`src/rtl/bus_pkg.sv`:
```
`default_nettype none
// ============================================================================
//  Module   : bus_pkg
//  Brief    : Shared widths, bus typedefs and master state encoding for the
//             simple bus slave interface and its read master.
//  Revision : 1.0 - initial release
// ============================================================================
package bus_pkg;

  localparam int BUS_ADDR_W = 4;
  localparam int BUS_DATA_W = 32;

  typedef logic [BUS_ADDR_W-1:0] bus_adr_t;
  typedef logic [BUS_DATA_W-1:0] bus_data_t;

  typedef enum logic [1:0] {
    IDLE  = 2'd0,
    ISSUE = 2'd1,
    RESP  = 2'd2,
    GAP   = 2'd3
  } master_state_t;

  // Bits needed to hold the larger of the two phase lengths.
  function automatic int cnt_width(input int hold, input int gap);
    int mx;
    mx = (hold > gap) ? hold : gap;
    return $clog2(mx + 1);
  endfunction

endpackage
`default_nettype wire

```
`src/rtl/wait_counter.sv`:
```
`default_nettype none
// ============================================================================
//  Module   : wait_counter
//  Brief    : Loadable down-counter with a zero flag; saturates at zero.
//  Revision : 1.0 - initial release
// ============================================================================
module wait_counter #(
  parameter int WIDTH = 4
) (
  input  logic             clk,
  input  logic             rst_n,
  input  logic             load_i,
  input  logic [WIDTH-1:0] load_val_i,
  input  logic             dec_i,
  output logic             zero_o
);

  logic [WIDTH-1:0] count_q;

  // Load takes priority over decrement; counting stops at zero.
  always_ff @(posedge clk or negedge rst_n) begin
    if (!rst_n) begin
      count_q <= '0;
    end else if (load_i) begin
      count_q <= load_val_i;
    end else if (dec_i && (count_q != '0)) begin
      count_q <= count_q - WIDTH'(1);
    end
  end

  assign zero_o = (count_q == '0);

endmodule
`default_nettype wire

```
`src/rtl/bus_read_master.sv`:
```
`default_nettype none
// ============================================================================
//  Module   : bus_read_master
//  Brief    : Host-facing read requester. Holds rd/adr for HOLD_CYCLES so a
//             divided-clock slave can latch data, samples bus_d on the last
//             hold cycle and returns it over a valid/ready response channel.
//  Revision : 1.0 - initial release
// ============================================================================
module bus_read_master
  import bus_pkg::*;
#(
  parameter int ADDR_W      = BUS_ADDR_W,
  parameter int DATA_W      = BUS_DATA_W,
  parameter int HOLD_CYCLES = 8,
  parameter int GAP_CYCLES  = 2
) (
  input  logic              clk,
  input  logic              rst_n,
  input  logic              req_valid,
  input  logic [ADDR_W-1:0] req_adr,
  output logic              req_ready,
  output logic              rd,
  output logic [ADDR_W-1:0] adr,
  input  logic [DATA_W-1:0] bus_d,
  output logic              rsp_valid,
  input  logic              rsp_ready,
  output logic [DATA_W-1:0] rsp_data,
  output logic [ADDR_W-1:0] rsp_adr,
  output logic              busy
);

  localparam int               CNT_W     = cnt_width(HOLD_CYCLES, GAP_CYCLES);
  localparam logic [CNT_W-1:0] HOLD_LOAD = CNT_W'((HOLD_CYCLES > 0) ? HOLD_CYCLES - 1 : 0);
  localparam logic [CNT_W-1:0] GAP_LOAD  = CNT_W'((GAP_CYCLES > 0) ? GAP_CYCLES - 1 : 0);
  localparam logic             HAS_GAP   = (GAP_CYCLES > 0);

  generate
    if (HOLD_CYCLES < 1) begin : g_bad_hold
      $error("bus_read_master: HOLD_CYCLES must be at least 1");
    end
  endgenerate

  master_state_t     state_q, state_d;
  logic              cnt_load_d;
  logic [CNT_W-1:0]  cnt_load_val_d;
  logic              cnt_dec_d;
  logic              cnt_zero;
  logic [ADDR_W-1:0] adr_q;
  logic [ADDR_W-1:0] rsp_adr_q;
  logic [DATA_W-1:0] rsp_data_q;

  // One shared counter times both the rd hold window and the idle gap.
  wait_counter #(
    .WIDTH (CNT_W)
  ) u_wait_counter (
    .clk        (clk),
    .rst_n      (rst_n),
    .load_i     (cnt_load_d),
    .load_val_i (cnt_load_val_d),
    .dec_i      (cnt_dec_d),
    .zero_o     (cnt_zero)
  );

  // State register.
  always_ff @(posedge clk or negedge rst_n) begin
    if (!rst_n) begin
      state_q <= IDLE;
    end else begin
      state_q <= state_d;
    end
  end

  // Next-state and counter control.
  always_comb begin
    state_d        = state_q;
    cnt_load_d     = 1'b0;
    cnt_load_val_d = '0;
    cnt_dec_d      = 1'b0;
    unique case (state_q)
      IDLE: begin
        if (req_valid) begin
          state_d        = ISSUE;
          cnt_load_d     = 1'b1;
          cnt_load_val_d = HOLD_LOAD;
        end
      end
      ISSUE: begin
        cnt_dec_d = 1'b1;
        if (cnt_zero) begin
          state_d = RESP;
        end
      end
      RESP: begin
        if (rsp_ready) begin
          if (HAS_GAP) begin
            state_d        = GAP;
            cnt_load_d     = 1'b1;
            cnt_load_val_d = GAP_LOAD;
          end else begin
            state_d = IDLE;
          end
        end
      end
      GAP: begin
        cnt_dec_d = 1'b1;
        if (cnt_zero) begin
          state_d = IDLE;
        end
      end
      default: state_d = IDLE;
    endcase
  end

  // Address latches on acceptance; data is sampled in the final hold cycle.
  always_ff @(posedge clk or negedge rst_n) begin
    if (!rst_n) begin
      adr_q      <= '0;
      rsp_adr_q  <= '0;
      rsp_data_q <= '0;
    end else begin
      if ((state_q == IDLE) && req_valid) begin
        adr_q     <= req_adr;
        rsp_adr_q <= req_adr;
      end
      if ((state_q == ISSUE) && cnt_zero) begin
        rsp_data_q <= bus_d;
      end
    end
  end

  assign req_ready = rst_n & (state_q == IDLE);
  assign rd        = (state_q == ISSUE);
  assign rsp_valid = (state_q == RESP);
  assign busy      = (state_q != IDLE);
  assign adr       = adr_q;
  assign rsp_adr   = rsp_adr_q;
  assign rsp_data  = rsp_data_q;

endmodule
`default_nettype wire

```
`config.mk`:
```
export PLATFORM = sky130hd
export DESIGN_NAME = bus_read_master
export DESIGN_NICKNAME = d
export VERILOG_FILES = /design/src/rtl/bus_pkg.sv /design/src/rtl/wait_counter.sv /design/src/rtl/bus_read_master.sv
export SDC_FILE = /design/constraint.sdc
export NUM_CORES = 1
export LEC_CHECK = 0
export CORE_ASPECT_RATIO = 1.5
export CORE_MARGIN = 2
export CORE_UTILIZATION = 42
export CTS_CLUSTER_DIAMETER = 30
export CTS_CLUSTER_SIZE = 24
export DETAILED_ROUTE_END_ITERATION = 6
export PLACE_DENSITY = 0.89
export SLEW_MARGIN = 30
export SYNTH_ARGS = -nofsm -noshare
export SYNTH_HDL_FRONTEND = slang
export SYNTH_SLANG_ARGS = --single-unit
```
`constraint.sdc`:
```
create_clock -name clk -period 2.5 [get_ports clk]
set_clock_uncertainty 0.15 [all_clocks]
set_input_delay 0.5 -clock clk [delete_from_list [all_inputs] [get_ports clk]]
set_output_delay 0.5 -clock clk [all_outputs]
set_load 0.005 [all_outputs]
```
* After elaboration in Yosys (flattened, before gate mapping)
Index checks and enable logic that the tools add are counted.
Word-level totals: register bits 42, input bits 40, output and inout bits 44
Cells by class: add/sub/neg operators 1, equal/unequal tests 7, multiplexer cells 14, bitwise operators 1, reductions and logical operators 10
Operators with widths (count):
- $mux 2 | 4
- $mux 4 | 2
- $pmux 2 s4 | 1
- $pmux 3 s2 | 1
- $eq 2x2->1 const B | 2
- $logic_not 4->1 | 1
- $mux 1 | 4
- $ne 2x1->1 const B | 2
- $ne 2x2->1 const B | 2
- $reduce_and 4->1 | 1
- $reduce_bool 2->1 | 2
- $reduce_bool 4->1 | 1
- $sub 4x1->4 const B | 1
- $logic_and 1x1->1 | 3
- $mux 3 | 1
- $eq 2x1->1 const B | 1
- $logic_not 2->1 | 1
- $pmux 1 s2 | 1
- $reduce_or 2->1 | 1
- $and 1x1->1 | 1

* Depth between registers and ports, before layout
depth in word-level cells 6, mapped depth 7, mapped depth without buffers 5

* Cells and area by module
Synthesis repeated with hierarchy kept, for this count alone.
Second synthesis, totals: cells, all modules 130, area, all modules 1993.2 um2
Modules (own cells, without submodules):
- bus_read_master | instances 1, cells an instance 103, area each 1722.9 um2
- wait_counter | instances 1, cells an instance 27, area each 270.3 um2

* Least setup slack after synthesis
No wires, ideal clock.
path kind register to register, start point register u_wait_counter.count_q[0], end point register rsp_data_q[0] (netlist: rsp_data[0]), data arrival time 1.532 ns, slack 0.693 ns, stages on the path, launching flop included 8, buffers on the path 2, path through dfrtp_1 > inv_1 > ha_1 > nor3b_4 > and2_4 > buf_12 > buf_12 > mux2_4
Between the ends: cells in the longest elaborated chain, start to end 2
RTL lines:
- start, declared | RTL line wait_counter.sv:18 | logic [WIDTH-1:0] count_q;
- start signal, assigned | RTL line wait_counter.sv:25 | count_q <= load_val_i;
- start signal, assigned | RTL line wait_counter.sv:27 | count_q <= count_q - WIDTH'(1);
- $logic_not 4->1 | RTL line wait_counter.sv:31 | assign zero_o = (count_q == '0);
- $logic_and 1x1->1 | RTL line bus_read_master.sv:125 | if ((state_q == ISSUE) && cnt_zero) begin
- end signal, assigned | RTL line bus_read_master.sv:126 | rsp_data_q <= bus_d;
- end, declared | RTL line bus_read_master.sv:50 | logic [DATA_W-1:0] rsp_data_q;
No other way between the ends. A chain may end at the register's enable or synchronous reset.

* Worst setup path in the final report
start point register state_q[0], end point output req_ready
Between the ends: cells in the longest elaborated chain, start to end 2
RTL lines:
- start, declared | RTL line bus_read_master.sv:43 | master_state_t state_q, state_d;
- start signal, assigned | RTL line bus_read_master.sv:69 | state_q <= state_d;
- $logic_not 2->1 | RTL line bus_read_master.sv:131 | assign req_ready = rst_n & (state_q == IDLE);
- $and 1x1->1 | RTL line bus_read_master.sv:131
- end, declared | RTL line bus_read_master.sv:21 | output logic req_ready,
No other way between the ends.

==> results.md <==
- Critical Path AT: 1710 ps
- Total global routing overflow: 0
- Largest net degree at the start of global routing: 43
- Ant diodes: 0
- Drt wl/cell: 14.9 um
- Clk_lat worst skew: 290 ps
- Cells along the critical path: inv_1 -> ha_2 -> and2_1 -> clkdlybuf4s50_1
- Seq cells post-synth: 42
- Final TNS setup: 0 ps
- Placed cells: 267
- CTS sink cnt: 42
- Via/cell ratio: 4.67
- Register area share after synthesis: 53.1%
- Critical path launch point type: flip-flop
- CTS buffer count: 5
- Die Span X: 60.1 um
- Final non-filler cell total: 275
- Worst hold path type: in -> async
- DR iter-0 viols: 21
- Most frequent cells in the layout: clkdlybuf4s50_1, dfrtp_1, mux2_4
- Final WL: 4090 um
- Hold Vio Cnt, Final: 0
- Synth unique cells: 24
- Outcome: completed
- Syn avg cell area: 15.8 um^2
- Worst-path clk slew: 90 ps
- Cell area power density: 1200 mW/mm^2
- DR vias: 1,285
- CTS Root Cell: clkbuf_8
- Leakage power: 1.26 nW
- CP endpoint kind: primary output
- Slowest CP cell: clkdlybuf4s50_1
- Worst-margin pin slew: 517 ps
- Delay of the slowest cell on the worst path: 490 ps
- DR pass1 iterations: 4
- FMAX: 424 MHz
- IO buf count: 83
- Final period util: 94.4%
- Starting Density: 43.6%
- Share of cells above drive strength 1: 24.6%
- DIE AREA: 0.00529 mm^2
- Setup violators final: 0
- Max-Cap Viols: 0
- Tmin final: 2360 ps
- Post-layout util: 64.0%
- Rows: 30
- All-Layer GR Usage: 16.8%
- Post-CTS setup buffer count: 0
- Syn nets: 172
- DRC Markers: 0
- CTS max path bufs: 2
- Vias in the first global route: 1,342
- RSZ-0062 raised after global routing: no
- Cell Area, Synth: 0.00198 mm^2
- Synth warn: 0
- Worst EP required: 1850 ps
- First-pass GRT wire length: 6490 um
- Core Area: 0.00454 mm^2
- Fillers: 344
- Nets: 257
- CTS tree: yes
- Area of the multi-input gates: 802 um^2
- Chip height: 88.1 um
- Synth Instances: 125
- CP Class: reg -> out
- Critical Path Fanout Max: 5
- H-tree depth: 2
- Design area: 0.00291 mm^2
- GPL Wtd Cong: 0.755
- Area Growth Syn to Fin: 46.8%
- Top Family by Delay on Critical Path: buffers and inverters
- Slew Viols, Final: 0
- Detail Placement HPWL: 3150 um
- Commonest non-fill, non-tap cell in the layout: clkdlybuf4s50_1
- I/O pins: 84
- Register Area: 0.00105 mm^2
- Total power: 3.48 mW
- Placed Area: 0.00281 mm^2
- Initial antenna violation count: 0
- Worst vdd ir: 0.000658 V
- Slew HR: 65.5%
- WP buf/inv: 2
- Post-route ant nets: 0
state kept, by name (all words and copies together) (netlist names):
register / count
rsp_data: 32
state_q: 2
u_wait_counter.count_q: 4
rsp_adr: 4
timing repair:
action	CTS	global route
gates resized for setup	0	1
endpoints found under the setup margin	0	1
hold buffers	0	0
cells by family after synthesis:
family          Yosys count  synth area share, %
compound gates            9                 3.29
fa+ha+maj                 7                 4.42
buf+inv                  13                 6.51
flops                    42                 53.1
mux                      39                 27.7
simple gates             15                 4.93
layer usage:
layer,global-route usage [%],routed length (um),vias up
met5,0,0,-
met4,6.87,78,0
met3,4.58,192,6
met2,29.9,2240,54
met1,18.2,1580,626
li1,-,-,599
metrics by stage:
step	worst slack, ps	hold WS, ps
floorplan	693	54.4
global placement	421	340
detailed placement	362	342
CTS	95.7	118
global route	19.9	153
finish	139	120
synth_stat cells:
library cell	instances	share of area (%)
a21boi_1	1	0.38
a2bb2o_1	1	0.51
and2_1	1	0.32
and2_4	1	0.44
buf_12	4	4.0
buf_4	4	1.5
dfrtp_1	42	53
ha_1	7	4.4
inv_1	5	0.95
mux2_2	7	4.0
mux2_4	30	23
mux2i_1	2	1.0
nand2_1	2	0.38
nand2b_1	1	0.32
nand3_1	1	0.25
nor2_1	3	0.57
nor2b_1	1	0.32
nor3b_4	1	0.95
o211a_1	1	0.51
o21ai_0	4	1.0
o221ai_1	1	0.44
o311ai_0	1	0.44
or3_1	2	0.63
or4_1	2	0.76
path summary, 6_finish.rpt:
check / slack [ps] / to / startpoint / cells past startpoint
worst max-delay path: 140 / req_ready / state_q[0] / 4
worst min-delay path: 120 / rsp_data[31] / rst_n / 2
worst max register to register: 360 / rsp_data[26] / u_wait_counter.count_q[0] / 6
worst min register to register: 360 / rsp_data[17] / rsp_data[17] / 1
max in group asynchronous: 1730 / rsp_data[28] / rst_n / 2
min in group clk: 360 / rsp_data[17] / rsp_data[17] / 1
where the power goes:
group          leakage (nW)  switching (mW)  internal (mW)  total (mW)
Clock                0.0408           0.246          0.200       0.445
Sequential            0.492           0.228           1.04        1.26
Combinational         0.728           0.536           1.24        1.77
final cells by class:
type                    count  area share, %
flip-flops and latches     42           36.2
clock inverters             3          0.818
inverters                   5          0.646
multi-input cells          70           27.6
repair buffers             86           29.6
clock buffers               5           2.37
well taps                  64           2.76
worst reg2reg max path: cells and delay by family, from the launching register on:
family	cells	cell delay, ps
mux	1	300
simple gates	2	710
buf+inv	2	290
fa+ha+maj	1	170
flops	1	400
Power figures use the tool's default switching activity.
